$ cat src/rtl/dbg_pkg.sv
// Shared types for the core-side debug responder: command codes, register
// address width and the responder state encoding.
package dbg_pkg;

    localparam int DBG_REG_AW = 5;

    typedef enum logic [7:0] {
        CMD_NOP    = 8'h00,
        CMD_HALT   = 8'h01,
        CMD_RESUME = 8'h02,
        CMD_RD_REG = 8'h03,
        CMD_WR_REG = 8'h04,
        CMD_RD_PC  = 8'h05,
        CMD_WR_PC  = 8'h06
    } dbg_cmd_e;

    typedef enum logic [1:0] {
        ST_IDLE,
        ST_EXEC,
        ST_HALT_WAIT,
        ST_DONE
    } dbg_state_e;

endpackage

$ cat src/rtl/dbg_intf.sv
// Link between the system debug module (dbg side) and the core responder (dut side).
interface dbg_intf;
    logic [7:0]  cmd;
    logic [31:0] addr;
    logic [31:0] data_dbg_dut;
    logic [31:0] data_dut_dbg;
    logic        dut_done;

    modport dut (input cmd, input addr, input data_dbg_dut,
                 output data_dut_dbg, output dut_done);
    modport dbg (output cmd, output addr, output data_dbg_dut,
                 input data_dut_dbg, input dut_done);
endinterface

$ cat src/rtl/core_dbg_module.sv
// Core-side debug responder: executes halt/resume, register and IF-PC access
// commands and acknowledges each one with a single-cycle dut_done pulse.
module core_dbg_module
    import dbg_pkg::*;
#(
    parameter int          HALT_TIMEOUT = 1024,
    parameter bit          RESET_HALTED = 1'b0,
    parameter logic [31:0] ERR_DATA     = 32'hBAD0_0000
) (
    input  logic                  clk,
    input  logic                  rstn_i,
    dbg_intf.dut                  dbg_bus,
    input  logic                  core_idle_i,
    input  logic [31:0]           if_pc_i,
    input  logic [31:0]           rf_rdata_i,
    output logic                  halt_o,
    output logic                  halted_o,
    output logic [DBG_REG_AW-1:0] rf_addr_o,
    output logic [31:0]           rf_wdata_o,
    output logic                  rf_we_o,
    output logic [31:0]           pc_wdata_o,
    output logic                  pc_we_o,
    output logic                  flush_o
);

    localparam int CW = (HALT_TIMEOUT > 1) ? $clog2(HALT_TIMEOUT) : 1;

    dbg_state_e            r_state;
    logic [7:0]            r_cmd;
    logic [CW-1:0]         r_cnt;
    logic                  r_halt, r_halted;
    logic [DBG_REG_AW-1:0] r_rf_addr;
    logic [31:0]           r_rf_wdata, r_pc_wdata, r_rdata;
    logic                  r_rf_we, r_pc_we, r_flush, r_done;
    logic [DBG_REG_AW-1:0] w_addr;
    logic                  w_unused;

    assign w_addr   = dbg_bus.addr[DBG_REG_AW-1:0];
    assign w_unused = ^dbg_bus.addr[31:DBG_REG_AW];

    always_ff @(posedge clk or negedge rstn_i) begin
        if (!rstn_i) begin
            r_state    <= ST_IDLE;
            r_cmd      <= CMD_NOP;
            r_cnt      <= '0;
            r_halt     <= RESET_HALTED;
            r_halted   <= RESET_HALTED;
            r_rf_addr  <= '0;
            r_rf_wdata <= '0;
            r_pc_wdata <= '0;
            r_rdata    <= '0;
            r_rf_we    <= 1'b0;
            r_pc_we    <= 1'b0;
            r_flush    <= 1'b0;
            r_done     <= 1'b0;
        end else begin
            r_done <= 1'b0;
            case (r_state)
                ST_IDLE: begin
                    if (dbg_bus.cmd != CMD_NOP) begin
                        r_cmd <= dbg_bus.cmd;
                        if (dbg_bus.cmd == CMD_HALT) begin
                            r_state <= ST_HALT_WAIT;
                            r_halt  <= 1'b1;
                            r_cnt   <= '0;
                        end else begin
                            r_state <= ST_EXEC;
                            // Strobes are launched here so they are high exactly during EXEC
                            case (dbg_bus.cmd)
                                CMD_RESUME: begin
                                    r_halt   <= 1'b0;
                                    r_halted <= 1'b0;
                                end
                                CMD_RD_REG: if (r_halted) r_rf_addr <= w_addr;
                                CMD_WR_REG: if (r_halted) begin
                                    r_rf_addr  <= w_addr;
                                    r_rf_wdata <= dbg_bus.data_dbg_dut;
                                    r_rf_we    <= (w_addr != '0);
                                end
                                CMD_WR_PC: if (r_halted) begin
                                    r_pc_wdata <= dbg_bus.data_dbg_dut;
                                    r_pc_we    <= 1'b1;
                                    r_flush    <= 1'b1;
                                end
                                default: ;
                            endcase
                        end
                    end
                end
                ST_EXEC: begin
                    r_state <= ST_DONE;
                    r_done  <= 1'b1;
                    r_rf_we <= 1'b0;
                    r_pc_we <= 1'b0;
                    r_flush <= 1'b0;
                    case (r_cmd)
                        CMD_RD_REG: r_rdata <= r_halted ? rf_rdata_i : ERR_DATA;
                        CMD_RD_PC:  r_rdata <= r_halted ? if_pc_i : ERR_DATA;
                        default: ;
                    endcase
                end
                ST_HALT_WAIT: begin
                    // A timeout leaves halt_o asserted so a retried halt can still succeed
                    if (r_halted) begin
                        r_state <= ST_DONE;
                        r_done  <= 1'b1;
                    end else if (core_idle_i) begin
                        r_halted <= 1'b1;
                        r_state  <= ST_DONE;
                        r_done   <= 1'b1;
                    end else if (r_cnt == CW'(HALT_TIMEOUT - 1)) begin
                        r_state <= ST_DONE;
                        r_done  <= 1'b1;
                    end else begin
                        r_cnt <= r_cnt + 1'b1;
                    end
                end
                ST_DONE: r_state <= ST_IDLE;
                default: r_state <= ST_IDLE;
            endcase
        end
    end

    assign halt_o               = r_halt;
    assign halted_o             = r_halted;
    assign rf_addr_o            = r_rf_addr;
    assign rf_wdata_o           = r_rf_wdata;
    assign rf_we_o              = r_rf_we;
    assign pc_wdata_o           = r_pc_wdata;
    assign pc_we_o              = r_pc_we;
    assign flush_o              = r_flush;
    assign dbg_bus.data_dut_dbg = r_rdata;
    assign dbg_bus.dut_done     = r_done;

endmodule

$ cat src/flat_wrapper.sv
// flat-port wrapper written by rule: the top's interface ports become plain ports
module core_dbg_module_flat import dbg_pkg::*;
#(
    parameter int          HALT_TIMEOUT = 1024,
    parameter bit          RESET_HALTED = 1'b0,
    parameter logic [31:0] ERR_DATA     = 32'hBAD0_0000
)
  (clk, rstn_i, core_idle_i, if_pc_i, rf_rdata_i, halt_o, halted_o, rf_addr_o, rf_wdata_o, rf_we_o, pc_wdata_o, pc_we_o, flush_o, dbg_bus_cmd, dbg_bus_addr, dbg_bus_data_dbg_dut, dbg_bus_data_dut_dbg, dbg_bus_dut_done);
  dbg_intf dbg_bus_i ();
  input  logic clk;
  input  logic rstn_i;
  input  logic core_idle_i;
  input  logic [31:0] if_pc_i;
  input  logic [31:0] rf_rdata_i;
  output logic halt_o;
  output logic halted_o;
  output logic [DBG_REG_AW-1:0] rf_addr_o;
  output logic [31:0] rf_wdata_o;
  output logic rf_we_o;
  output logic [31:0] pc_wdata_o;
  output logic pc_we_o;
  output logic flush_o;
  input wire logic [$bits(dbg_bus_i.cmd)-1:0] dbg_bus_cmd;
  input wire logic [$bits(dbg_bus_i.addr)-1:0] dbg_bus_addr;
  input wire logic [$bits(dbg_bus_i.data_dbg_dut)-1:0] dbg_bus_data_dbg_dut;
  output wire logic [$bits(dbg_bus_i.data_dut_dbg)-1:0] dbg_bus_data_dut_dbg;
  output wire logic [$bits(dbg_bus_i.dut_done)-1:0] dbg_bus_dut_done;
  assign dbg_bus_i.cmd = dbg_bus_cmd;
  assign dbg_bus_i.addr = dbg_bus_addr;
  assign dbg_bus_i.data_dbg_dut = dbg_bus_data_dbg_dut;
  assign dbg_bus_data_dut_dbg = dbg_bus_i.data_dut_dbg;
  assign dbg_bus_dut_done = dbg_bus_i.dut_done;
  core_dbg_module #(.HALT_TIMEOUT(HALT_TIMEOUT), .RESET_HALTED(RESET_HALTED), .ERR_DATA(ERR_DATA)) u_core (.clk(clk), .rstn_i(rstn_i), .dbg_bus(dbg_bus_i), .core_idle_i(core_idle_i), .if_pc_i(if_pc_i), .rf_rdata_i(rf_rdata_i), .halt_o(halt_o), .halted_o(halted_o), .rf_addr_o(rf_addr_o), .rf_wdata_o(rf_wdata_o), .rf_we_o(rf_we_o), .pc_wdata_o(pc_wdata_o), .pc_we_o(pc_we_o), .flush_o(flush_o));
endmodule
$ cat config.mk
export PLATFORM = sky130hd
export DESIGN_NAME = core_dbg_module_flat
export DESIGN_NICKNAME = d
export VERILOG_FILES = /design/src/rtl/dbg_pkg.sv /design/src/rtl/dbg_intf.sv /design/src/rtl/core_dbg_module.sv /design/src/flat_wrapper.sv
export SDC_FILE = /design/constraint.sdc
export NUM_CORES = 1
export LEC_CHECK = 0
export ABC_AREA = 1
export BUFFER_PORTS_ARGS = -buffer_cell sky130_fd_sc_hd__buf_2
export CAP_MARGIN = 20
export CORE_AREA = 8 8 170 92
export CTS_CLUSTER_SIZE = 12
export DETAILED_ROUTE_END_ITERATION = 8
export DIE_AREA = 0 0 178 100
export GPL_TIMING_DRIVEN = 1
export PLACE_DENSITY = 0.86
export REMOVE_ABC_BUFFERS = 1
export SYNTH_ARGS = -nofsm -noshare
export SYNTH_HDL_FRONTEND = slang
export SYNTH_SLANG_ARGS = --single-unit
$ cat constraint.sdc
create_clock -name clk -period 2.9 [get_ports clk]
set_input_delay 0.145 -clock clk [delete_from_list [all_inputs] [get_ports clk]]
set_output_delay 0.145 -clock clk [all_outputs]
set_load 0.005 [all_outputs]
======== Word-level counts from Yosys, hierarchy flattened ========
Index checks and enable logic that the tools add are counted.
operators by class
  add/subtract/negate cells ............... 1
  mux-type cells .......................... 36
  eq/ne operators ......................... 22
  reduce and logical (&&, ||, !) cells .... 19
  bitwise operators ....................... 1
operator list
  kind                                                   number
  2-to-1 mux 32 bit                                      2
  one-hot mux 32 bit (2 select lines)                    1
  2-to-1 mux 10 bit                                      5
  AND reduction 5 bit                                    5
  == test 8 x 2 -> 1 bit, second input constant          3
  == test 8 x 3 -> 1 bit, second input constant          3
  one-hot mux 10 bit (2 select lines)                    1
  2-to-1 mux 1 bit                                       17
  inequality test 2 bit, second input constant           7
  adder 10 x 1 -> 10 bit, second input constant          1
  == test 10 bit, second input constant                  1
  2-to-1 mux 2 bit                                       5
  == test 8 x 1 -> 1 bit, second input constant          1
  one-hot mux 1 bit (2 select lines)                     4
  one-hot mux 2 bit (4 select lines)                     1
  nonzero test 2 bit                                     4
  nonzero test 8 bit                                     1
  inequality test 2 x 1 -> 1 bit, second input constant  3
  AND reduction 2 bit                                    3
  AND reduction 6 bit                                    1
  nonzero test 5 bit                                     1
  == test 2 bit, second input constant                   2
  inequality test 4 x 2 -> 1 bit, second input constant  1
  AND reduction 4 bit                                    1
  5 further kinds                                        5
storage, ports and cells
  register bits ........................... 126
  input bits .............................. 139
  output and inout bits ................... 107

======== Logic depth before layout (Yosys ltp) ========
  depth in word-level cells ............... 6
  depth in mapped cells ................... 10
  mapped depth without buffers ............ 10

======== Worst setup path after synthesis ========
OpenSTA, ideal clock, no wires.
  path type ............................... reg-to-reg
  from .................................... register u_core.r_state[0]
  to ...................................... register u_core.r_pc_wdata[10] (netlist: u_core.pc_wdata_o[10])
  data required time ...................... 2.782 ns
  setup slack ............................. 1.363 ns
  arrival time ............................ 1.419 ns
  library setup time ...................... 0.118 ns
  stages on the path, launching flop included .. 10
  clock period less this slack ............ 1.537 ns
  cell sequence ........................... dfrtp_1 > inv_1 > ha_1 > buf_2 > inv_2 > nor2_8 > nand3_4 > buf_6 > nand2_2 > o21ai_2
between the ends
  word-level cells in the longest chain between the ends .. 2
ends and longest elaborated chain
  what                                  RTL line               source
  start, declared                       core_dbg_module.sv:28  dbg_state_e r_state;
  start signal, assigned                core_dbg_module.sv:43  r_state <= ST_IDLE;
  start signal, assigned                core_dbg_module.sv:63  r_state <= ST_HALT_WAIT;
  start signal, assigned                core_dbg_module.sv:67  r_state <= ST_EXEC;
  zero test 2 bit                       core_dbg_module.sv:58  case (r_state)
  AND reduction 5 bit (no source line)  -
  end signal, assigned                  core_dbg_module.sv:81  r_pc_wdata <= dbg_bus.data_dbg_dut;
  end, declared                         core_dbg_module.sv:33  logic [31:0] r_rf_wdata, r_pc_wdata, r_rdata;
Every way passes these cells.
A chain may end at the register's enable or synchronous reset.

======== Worst setup path after layout ========
  from .................................... register u_core.r_state[0]
  to ...................................... register u_core.r_pc_wdata[2] (netlist: u_core.pc_wdata_o[2])
Same word-level chain as after synthesis.

==> flow_summary.ini <==
[floorplan]
core-area_um2 = 13200
ios = 246
die_wd_um = 178
dieArea_um2 = 17800
die-height_um = 100
placement_rows = 30
floorplan.initialDensity_pct = 48.6

[power_and_ir_drop]
static-leakage-power_nw = 4.46
sw_frac_of_total_pct = 34.5
power_frac_clock_pct = 35.3
pwr_density_cell_nw_per_um2 = 759
comb_power_share_pct = 27.6
irDropWorstVdd_v = 0.000364
p_sw_w = 0.00216
power.sequential.fraction_pct = 37.1
power_report.internal_total_w = 0.00409

[place]
dp_hpwl_mm = 13.4
gp_routability_congestion = 0.918
port-buffer-count = 218
placedCellCount = 1098
dp_slack_ns = 0.619

[synthesis]
postSynthCellCount = 734
synth_cell_types = 29
synth_compound_area_share_pct = 12.2
ys_ff_latch = 126
synthXorXnorAreaFrac_pct = 0.684
synth_simple_gate_area_share_pct = 28.8
ys.warnings.count = 0
seq_area_frac_synth_pct = 49.2
synth_top_family_by_area = simple AND/OR/NAND/NOR gates
syn-cell-area_um2 = 6400
ys_dominant_reg_cell = sky130_fd_sc_hd__dfrtp_1
synth_mux_area_share_pct = 0
yosys.area_share.adder_pct = 0.977
synth.avg_cell_area_um2 = 8.73
async_flop_share_pct = 100
synth-edff-count = 0

[global_route]
grt_util_all_layers_pct = 20.2
first_global_vias = 5539
grt_first_pass_wirelength_mm = 28.8
maximum_number_of_pins_on_one_net_before_global_route_repair = 65
antenna_found_initial = 0
gr-total-overflow = 0

[worst_setup_path]
worst_setup_path_start_kind = register
worst_path_class_setup = reg -> reg
worstPathCellList = inv_1 > ha_1 > inv_2 > nor2_8 > nand3_4 > buf_12 > nand2_1 > o21ai_2
critPathSlowestCell = sky130_fd_sc_hd__dfrtp_1
timing.critical_path.fanout_max = 48
timing.critical_path.slowest_cell_delay_ns = 0.39
endpoint_kind = register
timing.critical_path.max_delay_family = simple AND/OR/NAND/NOR gates
worst-endpoint-required_ns = 3.18
crit_buf_inv = 3
worst-endpoint-arrival_ns = 2.58

[cts]
cts.sinks = 126
cts_inserted_buffers = 17
cts-root-buf = sky130_fd_sc_hd__clkbuf_16
cts_tree = built
cts_max_path_buffers = 2
clkLatencyLatePin_ns = 0.40
cts-htree-levels = 4
worst_setup_hold_path_clk_slew_ns = 0.07

[finish]
final_cells = 1139
areaGrowthSynthToFinish_pct = 28.5
multi_input_area_um2 = 2730
fillCellCount = 1114
drive_gt1_share_pct = 42.0
insertedDiodeCount = 0
num-nets-final = 1094
seq_area_um2 = 3150
finish.utilization_pct = 62.5

[route]
detail_route.first_pass.iterations = 5
via_count = 5686
detail-route-antenna-nets = 0
drc_viols = 0
drt-total-wl_mm = 18.2
dr.first_iter.drc_count = 419
wire_per_inst_um = 16.0
avgViaCountPerCell = 4.99

[sta]
achievable-frequency_mhz = 435
slew-limit-headroom_pct = 33.9
finalMaxSlewViolations = 0
final-hold-violation-count = 0
setup_slack_ns = 0.601
finClkSkew_ns = 0.0103
grt_setup_unrepaired = false
fin_setup_tns_ns = 0
final_period_minus_worst_setup_slack_ns = 2.30
final-setup-viol-count = 0
worst_slew_pin_slew_ns = 0.992
min_period_over_period_pct = 79.3

[outcome]
status = completed

[worst_hold_path]
worstHoldPathType = in -> reg

[job]
max_cap_viols = 0
## final timing paths
check	start	end	slack [ns]	cells after the start
worst min-delay path	dbg_bus_data_dbg_dut[10]	u_core.pc_wdata_o[10]	0.02	3
worst max-delay path	u_core.r_state[0]	u_core.pc_wdata_o[2]	0.60	8
worst min register to register	u_core.dbg_bus.data_dut_dbg[5]	u_core.dbg_bus.data_dut_dbg[5]	0.47	2
worst max register to register	u_core.r_state[0]	u_core.pc_wdata_o[2]	0.60	8
min in group asynchronous	rstn_i	u_core.pc_wdata_o[10]	0.33	2
max in group asynchronous	rstn_i	u_core.pc_wdata_o[3]	1.69	3
## placed cells by master (no fill, tap or decap), drive strengths merged, types with 8 or more instances in the layout
master         n
a21oi          8
dfrtp        126
nand4         30
o211ai         8
o21ai         88
inv           65
dlygate4sd3    9
buf          227
nand3         40
clkbuf        18
nor2          30
nand2        290
## power groups by stage
stage / Combinational [W] / Sequential, W / Clock (W)
4_1_cts: 0.00173 / 0.00232 / 0.00225
5_1_grt: 0.00194 / 0.00237 / 0.00233
2_1_floorplan: 0.000912 / 0.00237 / 0
3_5_place_dp: 0.00172 / 0.00234 / 0
3_3_place_gp: 0.00168 / 0.00233 / 0
6_report: 0.00172 / 0.00232 / 0.00220
## worst min-delay path, stage by stage
cell and delay [ns]:
sky130_fd_sc_hd__buf_2 0.07, sky130_fd_sc_hd__inv_1 0.05, sky130_fd_sc_hd__o21ai_2 0.12
## flip-flops by register name (all words and copies together), names as in the netlist
signal	cells
u_core.r_state	2
u_core.rf_we_o	1
u_core.pc_we_o	1
u_core.dbg_bus.data_dut_dbg	32
u_core.halted_o	1
u_core.halt_o	1
u_core.r_cnt	10
u_core.pc_wdata_o	32
u_core.dbg_bus.dut_done	1
u_core.rf_wdata_o	32
u_core.rf_addr_o	5
u_core.r_cmd	8
## final cells by class
| type | count | area share [%] |
|---|---|---|
| Multi-Input combinational cell | 507 | 33.2 |
| Timing Repair Buffer | 236 | 15.5 |
| Inverter | 62 | 2.84 |
| Sequential cell | 126 | 38.3 |
| Clock inverter | 14 | 2.22 |
| Tap cell | 176 | 2.68 |
| Clock buffer | 18 | 5.21 |
## Yosys cell counts (3+ instances only)
master	n	share of area [%]
sky130_fd_sc_hd__clkbuf_1	8	0.47
sky130_fd_sc_hd__nand3_1	36	2.8
sky130_fd_sc_hd__o21ai_0	23	1.8
sky130_fd_sc_hd__nor2_4	3	0.53
sky130_fd_sc_hd__nand4_1	30	2.9
sky130_fd_sc_hd__nor2_2	3	0.29
sky130_fd_sc_hd__nand2_2	61	6.0
sky130_fd_sc_hd__o21ai_2	65	8.9
sky130_fd_sc_hd__ha_1	5	0.98
sky130_fd_sc_hd__a21oi_1	8	0.63
sky130_fd_sc_hd__xor2_1	3	0.41
sky130_fd_sc_hd__buf_6	15	2.6
sky130_fd_sc_hd__buf_2	14	1.1
sky130_fd_sc_hd__nor2_1	23	1.3
sky130_fd_sc_hd__nand2_1	229	13
sky130_fd_sc_hd__dfrtp_1	126	49
sky130_fd_sc_hd__inv_2	7	0.41
sky130_fd_sc_hd__o211ai_1	8	0.94
sky130_fd_sc_hd__inv_1	53	3.1
## cell families after synthesis
family / count (synthesis)
adders and majority gates: 5
DFF: 126
buffers and inverters: 101
and+or+nand+nor: 393
xor gates and xnor gates: 5
AOI/OAI and AO/OA: 104
## routing by layer
layer  track usage (%)  vias to the layer above  wire length, um
met5                 0                        -                0
met4              4.90                        0              167
met1              28.5                     2655             8500
li1                  -                     2797                -
met2              30.7                      221             8030
met3              5.02                       13             1490
## through the flow
stage / instance area (um^2) / hold WS [ns] / power, W
final: 8230 / 0.0185 / 0.00625
after detailed placement: 7530 / 0.230 / 0.00406
after floorplan: 6120 / -0.151 / 0.00328
after global placement: 7530 / 0.226 / 0.00401
after CTS: 8230 / 0.00684 / 0.00630
after global routing: 8230 / 0.0128 / 0.00663
## repair_timing
action,CTS,global route
hold endpoints to repair,57,0
buffers inserted,0,0
resized for setup,0,0
endpoints found under the setup margin,0,0
hold buffers,9,0
Note: power is estimated with default switching activity, not from simulation.
